$ cat config.mk
export PLATFORM = sky130hd
export DESIGN_NAME = mem_port_arbiter
export DESIGN_NICKNAME = d
export VERILOG_FILES = /design/src/rtl/cpu_mem_pkg.sv /design/src/rtl/sat_counter.sv /design/src/rtl/mem_port_arbiter.sv
export SDC_FILE = /design/constraint.sdc
export NUM_CORES = 1
export LEC_CHECK = 0
export CORE_AREA = 2 2 87 89
export CTS_BUF_LIST = sky130_fd_sc_hd__clkbuf_16
export DETAILED_ROUTE_END_ITERATION = 7
export DIE_AREA = 0 0 89 91
export DONT_BUFFER_PORTS = 1
export PLACE_DENSITY = 0.74
export SLEW_MARGIN = 0
export SYNTH_ARGS = -nofsm -noshare
export SYNTH_HDL_FRONTEND = slang
export SYNTH_SLANG_ARGS = --single-unit
$ cat constraint.sdc
create_clock -name clk -period 2 [get_ports clk]
set_input_delay 0.1 -clock clk [delete_from_list [all_inputs] [get_ports clk]]
set_output_delay 0.1 -clock clk [all_outputs]
set_load 0.005 [all_outputs]
$ cat src/rtl/cpu_mem_pkg.sv
// Shared types and default widths for the arbitrated CPU memory port.
package cpu_mem_pkg;

  localparam int unsigned ADDR_W_DEF = 5;
  localparam int unsigned DATA_W_DEF = 32;
  localparam int unsigned CNT_W_DEF  = 16;

  typedef enum logic [1:0] {
    IDLE,
    ACCESS,
    RESP
  } arb_state_t;

  typedef enum logic {
    PORT_I,
    PORT_D
  } port_id_t;

endpackage

$ cat src/rtl/sat_counter.sv
// Saturating up-counter with synchronous clear; clear wins over increment.
module sat_counter #(
  parameter int unsigned CNT_W = 16
) (
  input  logic             clk,
  input  logic             rst_n,
  input  logic             inc_i,
  input  logic             clr_i,
  output logic [CNT_W-1:0] count_o
);

  localparam logic [CNT_W-1:0] CNT_MAX = {CNT_W{1'b1}};
  localparam logic [CNT_W-1:0] CNT_ONE = {{(CNT_W-1){1'b0}}, 1'b1};

  logic [CNT_W-1:0] count_q;
  logic [CNT_W-1:0] count_d;

  always_comb begin
    count_d = count_q;
    if (clr_i) begin
      count_d = '0;
    end else if (inc_i && (count_q != CNT_MAX)) begin
      count_d = count_q + CNT_ONE;
    end
  end

  always_ff @(posedge clk or negedge rst_n) begin
    if (!rst_n) begin
      count_q <= '0;
    end else begin
      count_q <= count_d;
    end
  end

  assign count_o = count_q;

endmodule

$ cat src/rtl/mem_port_arbiter.sv
// Shares one single-port synchronous memory between fetch (I) and data (D) requesters.
// state  | meaning: IDLE | no access in flight; ACCESS | memory enabled; RESP | owner acked
module mem_port_arbiter
  import cpu_mem_pkg::*;
#(
  parameter int unsigned ADDR_W = ADDR_W_DEF,
  parameter int unsigned DATA_W = DATA_W_DEF,
  parameter int unsigned CNT_W  = CNT_W_DEF
) (
  input  logic              clk,
  input  logic              rst_n,
  input  logic              i_req,
  input  logic [ADDR_W-1:0] i_addr,
  output logic              i_ack,
  output logic [DATA_W-1:0] i_rdata,
  input  logic              d_req,
  input  logic              d_we,
  input  logic [ADDR_W-1:0] d_addr,
  input  logic [DATA_W-1:0] d_wdata,
  output logic              d_ack,
  output logic [DATA_W-1:0] d_rdata,
  output logic              mem_en,
  output logic              mem_we,
  output logic [ADDR_W-1:0] mem_addr,
  output logic [DATA_W-1:0] mem_wdata,
  input  logic [DATA_W-1:0] mem_rdata,
  input  logic              cnt_clr,
  output logic [CNT_W-1:0]  i_count,
  output logic [CNT_W-1:0]  d_count
);

  arb_state_t        state_q, state_d;
  port_id_t          owner_q, owner_d;
  logic [ADDR_W-1:0] addr_q, addr_d;
  logic              we_q, we_d;
  logic [DATA_W-1:0] wdata_q, wdata_d;

  logic cand_i;
  logic cand_d;
  logic in_access;
  logic in_resp;

  // The port being acked still holds req this cycle, so it is not a candidate.
  always_comb begin
    cand_i = i_req;
    cand_d = d_req;
    if (state_q == RESP) begin
      if (owner_q == PORT_I) begin
        cand_i = 1'b0;
      end else begin
        cand_d = 1'b0;
      end
    end
  end

  always_comb begin
    state_d = state_q;
    owner_d = owner_q;
    addr_d  = addr_q;
    we_d    = we_q;
    wdata_d = wdata_q;
    case (state_q)
      IDLE, RESP: begin
        if (cand_d) begin
          state_d = ACCESS;
          owner_d = PORT_D;
          addr_d  = d_addr;
          we_d    = d_we;
          wdata_d = d_wdata;
        end else if (cand_i) begin
          state_d = ACCESS;
          owner_d = PORT_I;
          addr_d  = i_addr;
          we_d    = 1'b0;
          wdata_d = '0;
        end else begin
          state_d = IDLE;
        end
      end
      ACCESS: begin
        state_d = RESP;
      end
      default: begin
        state_d = IDLE;
      end
    endcase
  end

  always_ff @(posedge clk or negedge rst_n) begin
    if (!rst_n) begin
      state_q <= IDLE;
      owner_q <= PORT_I;
      addr_q  <= '0;
      we_q    <= 1'b0;
      wdata_q <= '0;
    end else begin
      state_q <= state_d;
      owner_q <= owner_d;
      addr_q  <= addr_d;
      we_q    <= we_d;
      wdata_q <= wdata_d;
    end
  end

  // Everything below is decoded from async-reset registers, so reset zeroes it at once.
  assign in_access = (state_q == ACCESS);
  assign in_resp   = (state_q == RESP);

  assign mem_en    = in_access;
  assign mem_we    = in_access & we_q;
  assign mem_addr  = in_access ? addr_q : '0;
  assign mem_wdata = in_access ? wdata_q : '0;

  assign i_ack   = in_resp & (owner_q == PORT_I);
  assign d_ack   = in_resp & (owner_q == PORT_D);
  assign i_rdata = i_ack ? mem_rdata : '0;
  assign d_rdata = (d_ack && !we_q) ? mem_rdata : '0;

  sat_counter #(
    .CNT_W(CNT_W)
  ) u_i_cnt (
    .clk    (clk),
    .rst_n  (rst_n),
    .inc_i  (i_ack),
    .clr_i  (cnt_clr),
    .count_o(i_count)
  );

  sat_counter #(
    .CNT_W(CNT_W)
  ) u_d_cnt (
    .clk    (clk),
    .rst_n  (rst_n),
    .inc_i  (d_ack),
    .clr_i  (cnt_clr),
    .count_o(d_count)
  );

endmodule

After elaboration in Yosys (flattened, before gate mapping)
Index checks and enable logic that the tools add are counted.
Operators by class
  div/mod/pow operators: 0
  bitwise logic cells: 4
  add/subtract/negate cells: 2
  shift operators: 0
  reduce and logical (&&, ||, !) cells: 10
  muxes and demuxes: 22
  $lt $le $gt $ge: 0
  multipliers: 0
  equal/unequal tests: 4
Operators by type and width (number)
  $mux W32: 5
  $mux W16: 4
  $add A16 B1 Y16 const B: 2
  $ne A16 B16 Y1 const B: 2
  $mux W5: 3
  $mux W1: 9
  $reduce_bool A2 Y1: 3
  $pmux W2 S2: 1
  $and A1 B1 Y1: 3
  $logic_and A1 B1 Y1: 3
  $eq A2 B1 Y1 const B: 1
  $eq A2 B2 Y1 const B: 1
  $logic_not A2 Y1: 1
  $reduce_and A2 Y1: 1
  $reduce_or A2 Y1: 1
  $logic_not A1 Y1: 1
  $not A1 Y1: 1
Word-level totals
  RAM bits: 0
  output and inout port bits: 137
  memories kept: 0
  memory bits (read-only): 0
  input bits: 80
  logic and storage cells: 49
  bits in latches: 0
  register bits after elaboration: 73

Longest topological paths before layout
  depth after elaboration: 5
  depth in mapped cells: 6
  gate-level depth less buffers: 5

By module
From an unflattened synthesis, not the netlist that was laid out.
Unflattened totals
  cells, all modules: 416
  area, all modules: 4131.5 um^2
Modules (own cells, without submodules)
  mem_port_arbiter: cells an instance 220, area each 2247.2 um^2, instances 1, sequential area each 1026.0 um^2
  sat_counter: cells an instance 98, area each 942.2 um^2, instances 2, sequential area each 400.4 um^2

Worst setup path after synthesis
Ideal clock, no wire load.
  kind: register to register
  start point: register state_q[0]
  end point: register u_i_cnt.count_q[15] (netlist: u_i_cnt.count_o[15])
  path slack: -0.180 ns
  required time: 1.872 ns
  path buffers: 1
  arrival time: 2.052 ns
  cell stages (with the launch flop): 6
  cells stage by stage: dfrtp_1 -> or3b_1 -> buf_6 -> or4_4 -> nor4b_1 -> mux2_1
On the way
  cells in the longest elaborated chain, start to end: 4
RTL lines
  from (decl): line mem_port_arbiter.sv:32  | arb_state_t state_q, state_d;
  from (signal assigned): line mem_port_arbiter.sv:97  | state_q <= state_d;
  $eq A2 B2 Y1: line mem_port_arbiter.sv:107  | assign in_resp = (state_q == RESP);
  $and A1 B1 Y1: line mem_port_arbiter.sv:114  | assign i_ack = in_resp & (owner_q == PORT_I);
  $logic_and A1 B1 Y1: line sat_counter.sv:22  | end else if (inc_i && (count_q != CNT_MAX)) begin
  $reduce_bool A2 Y1 (no source line)
  to (signal assigned): line sat_counter.sv:31  | count_q <= count_d;
  to (decl): line sat_counter.sv:15  | logic [CNT_W-1:0] count_q;
No other way between the ends.
A chain may end at the register's enable or synchronous reset.

Worst setup path in the final report
  start point: register state_q[0]
  end point: register u_d_cnt.count_q[7] (netlist: u_d_cnt.count_o[7])
On the way
  cells in the longest elaborated chain, start to end: 4
RTL lines
  $eq A2 B2 Y1: line mem_port_arbiter.sv:107
  $and A1 B1 Y1: line mem_port_arbiter.sv:115  | assign d_ack = in_resp & (owner_q == PORT_D);
  $logic_and A1 B1 Y1: line sat_counter.sv:22
  $reduce_bool A2 Y1 (no source line)
  to (signal assigned): line sat_counter.sv:31
  to (decl): line sat_counter.sv:15
No other way between the ends.

==> impl_metrics.toml <==
[drt]
ant_nets = 0
drt-pass1-iter-count = 4
post-route-drc-count = 0
aggregate_routed_wire_length_mm = 11.8
drt_iter0_drc = 205
routed-via-count = 3637
wl_per_cell_um = 19.9
route.detailed.vias_per_inst = 6.11

[floorplanning]
area_of_the_die_um2 = 8100
placementRows = 31
dieWidth_um = 89
num_io_pins = 217
die-height_um = 91
coreArea_um2 = 7140
initial_utilization = 0.560

[placed_design]
io_buffer_count = 0
preCtsSetupSlack_ps = -80.2
place_hpwl_mm = 7.22
place_inst = 528
gpl.final_weighted_congestion = 0.844

[timing]
slew_violations = 0
setup_slack_ps = -74.4
final-hold-violation-count = 0
min_period_ps = 2070
max_clock_freq_mhz = 482
grt_setup_unrepaired = "yes"
fin_tns_setup_ps = -156
relSlewSlack = 0.183
fin_worst_skew_ps = 4.90
period_utilization_post_route = 1.04
tightest_slew_ps = 1220
final-setup-viol-count = 5

[run_status]
violations = "negative setup slack"
outcome = "complete, but fails checks"

[synthesis]
synth-adder-area-share = 0.00626
synthesized_flop_and_latch_total = 73
synth_xor_area_frac = 0
syn_avg_cell_area_um2 = 9.48
yosys_warnings = 0
synth.net_count = 504
yosysUniqueCellTypes = 39
synth_simple_gate_area_frac = 0.317
synth.area.top_cells = "sky130_fd_sc_hd__dfrtp_1 46%, sky130_fd_sc_hd__and2_1 16%, sky130_fd_sc_hd__a22o_1 7.2%, sky130_fd_sc_hd__a21oi_1 2.8%, sky130_fd_sc_hd__clkbuf_1 2.4%"
synthArstFlopShare = 1.00
muxShareOfSynthArea = 0.0319
share_of_the_synthesized_area_in_compound_gates_ao_oa_aoi_oai = 0.150
synthesis.instances = 422
mappedNetlistArea_um2 = 4000
synth_flop_cell = "sky130_fd_sc_hd__dfrtp_1"
synth_top_family_by_area = "simple AND/OR/NAND/NOR gates"
synth_enable_flop_cells = 0
synth_seq_area_share = 0.457
synth_top_area_share = 0.457
netlist.top_cell.by_area = "sky130_fd_sc_hd__dfrtp_1"

[setup_path]
critical_path.startpoint_type = "flop"
worst_r2r_startpoint = "state_q[0]"
worstSetupPathType = "flop to flop"
critical_path_buf_inv_count = 4
timing.critical_path.fanout_max = 6
worst_r2r_path_depth = 8
worst_ep_required_time_ps = 2250
reg2reg_to = "u_d_cnt.count_o[7]"
path_cells = "buf_4 -> buf_4 -> nand3b_1 -> inv_2 -> nand4_1 -> buf_6 -> or4_4 -> a21oi_2"
critical-path-max-stage-delay_ps = 470
worstSetupEndpointType = "flop"
critical-path-top-delay-family = "simple AND/OR/NAND/NOR gates"
crit_top_cell = "sky130_fd_sc_hd__buf_4"
critical_path.slowest_cell = "sky130_fd_sc_hd__or4_4"
reg2reg_setup_slack_ps = -70
cp_data_arrival_time_ps = 2320

[global_route]
grt_remaining_overflow = 0
grt_first_pass_wirelength_mm = 17.6
global_route.usage.total = 0.277
antenna_found_initial = 1
largest_net_degree_at_the_start_of_global_routing = 74
grt_pass1_vias = 3378

[clocking]
cts_root_buf = "sky130_fd_sc_hd__clkbuf_16"
cts.htree.levels = 3
clkSlewWorstSetupHoldPaths_ps = 60
worstSkewPairLatency_ps = 330
tritoncts_clock_tree = "built"
count_of_clock_tree_sinks = 73
cts_inserted_buffers = 9
max-clock-path-buffers = 2

[power_and_ir_drop]
cellPowerDensity_nw_per_um2 = 1030
worst_ir_drop_vdd_mv = 0.674
post-layout-total-power_mw = 5.46
p_leak_nw = 2.24

[layout]
antenna_cells = 0
final_net_count = 573
proportion_of_layout_cells_with_a_drive_suffix_above_1 = 0.196
fill_cells = 513
area_growth_pct = 32.4
final_cells = 595

[min_path]
holdPathEnd = "u_d_cnt.count_o[12]"
min_delay_path_depth = 2
worst_hold_startpoint = "cnt_clr"
holdCritPathClass = "input pin to flop"

[flow_run]
max_cap_viols = 0
worst max path at each step:
stage | from | to | slack (ps) | cells after the start
6_report | state_q[0] | u_d_cnt.count_o[7] | -70 | 8
5_1_grt | state_q[0] | u_d_cnt.count_o[7] | -180 | 8
4_1_cts | state_q[0] | u_i_cnt.count_o[15] | -40 | 4
3_5_place_dp | state_q[0] | u_i_cnt.count_o[10] | -80 | 4
3_3_place_gp | state_q[0] | u_i_cnt.count_o[15] | -50 | 4
2_1_floorplan | state_q[0] | u_i_cnt.count_o[15] | -130 | 5
layout by cell type, fill, tap and decap left out, drive strengths merged, types with 2 or more instances in the layout:
cell         instances
mux2                 6
nand2b               2
and3                 2
dfrtp               73
nand2               15
or2                  3
nand4               11
dlygate4sd3         45
and2               102
o41ai                2
clkbuf               9
nor2b                6
or4                 12
nor4b                4
clkinvlp             2
a21oi               22
nor4                10
nor2                14
buf                 40
nand3b               2
inv                 15
ha                   2
a22o                33
nand3                9
or3                 10
o21ai               14
nor3                 4
mux2i                6
o31ai               10
o21bai               2
state kept, by name, summed over array words and instances, names as in the netlist:
signal	flops
addr_q	5
u_d_cnt.count_o	16
wdata_q	32
u_i_cnt.count_o	16
we_q	1
state_q	2
owner_q	1
synthesized netlist by cell type, types with 2 or more instances:
| library cell | number |
|---|---|
| sky130_fd_sc_hd__nand3_1 | 9 |
| sky130_fd_sc_hd__or3_1 | 10 |
| sky130_fd_sc_hd__o21ai_0 | 14 |
| sky130_fd_sc_hd__and3_1 | 2 |
| sky130_fd_sc_hd__a22o_1 | 33 |
| sky130_fd_sc_hd__o31ai_1 | 10 |
| sky130_fd_sc_hd__or4_1 | 11 |
| sky130_fd_sc_hd__or2_2 | 2 |
| sky130_fd_sc_hd__nand2b_1 | 2 |
| sky130_fd_sc_hd__o21bai_1 | 2 |
| sky130_fd_sc_hd__clkbuf_1 | 26 |
| sky130_fd_sc_hd__dfrtp_1 | 73 |
| sky130_fd_sc_hd__nand3b_1 | 2 |
| sky130_fd_sc_hd__nor3_1 | 4 |
| sky130_fd_sc_hd__nor2_1 | 14 |
| sky130_fd_sc_hd__ha_1 | 2 |
| sky130_fd_sc_hd__nand4_1 | 11 |
| sky130_fd_sc_hd__inv_1 | 11 |
| sky130_fd_sc_hd__a21oi_1 | 22 |
| sky130_fd_sc_hd__and2_1 | 102 |
| sky130_fd_sc_hd__nor4b_1 | 4 |
| sky130_fd_sc_hd__o41ai_1 | 2 |
| sky130_fd_sc_hd__nor4_1 | 10 |
| sky130_fd_sc_hd__mux2i_1 | 6 |
| sky130_fd_sc_hd__nor2b_1 | 6 |
| sky130_fd_sc_hd__nand2_1 | 15 |
| sky130_fd_sc_hd__mux2_2 | 5 |
through the flow:
stage	utilization	hold WS, ps	cell area, µm²
finish	0.742	14.5	5300
global route	0.742	31.8	5300
CTS	0.717	7.47	5120
detailed placement	0.602	-194	4300
global placement	0.602	-194	4300
floorplan	-	-196	4010
what timing repair did:
| action | CTS | global route |
|---|---|---|
| setup buffers | 1 | 2 |
| hold endpoints to repair | 138 | 0 |
| hold buffers | 46 | 0 |
| resized for setup | 6 | 38 |
| pin swaps | 3 | 3 |
| setup endpoints to repair | 40 | 79 |
| gates cloned | 0 | 2 |
power breakdown:
part           total (mW)  switching (mW)  internal (mW)
Sequential           2.02           0.195           1.82
Combinational        1.75           0.956          0.790
Clock                1.69           0.700          0.995
Total                5.46            1.85           3.61
layout make-up:
class	count	area, µm²	share of cell area
Tap cell	99	124	0.0234
Sequential cell	73	1830	0.345
Clock inverter	7	86.3	0.0163
Clock buffer	9	225	0.0425
Multi-Input combinational cell	310	2170	0.411
Timing Repair Buffer	85	811	0.153
Inverter	12	48.8	0.00921
layer usage:
metal,share of wire,vias to the layer above,global-route usage
li1,-,1644,-
met1,0.43,1805,0.394
met2,0.47,169,0.405
met3,0.094,17,0.102
met4,0.013,2,0.0659
met5,0.0011,-,0
cell families (layout without fill, tap and decap cells):
family / count (synthesis) / count (layout)
AND/OR/NAND/NOR: 210 / 210
AO/OA/AOI/OAI: 86 / 86
buffers and inverters: 39 / 113
multiplexers: 12 / 12
flip-flops: 73 / 73
adder cells (fa/ha/maj): 2 / 2
Power figures use the tool's default switching activity.
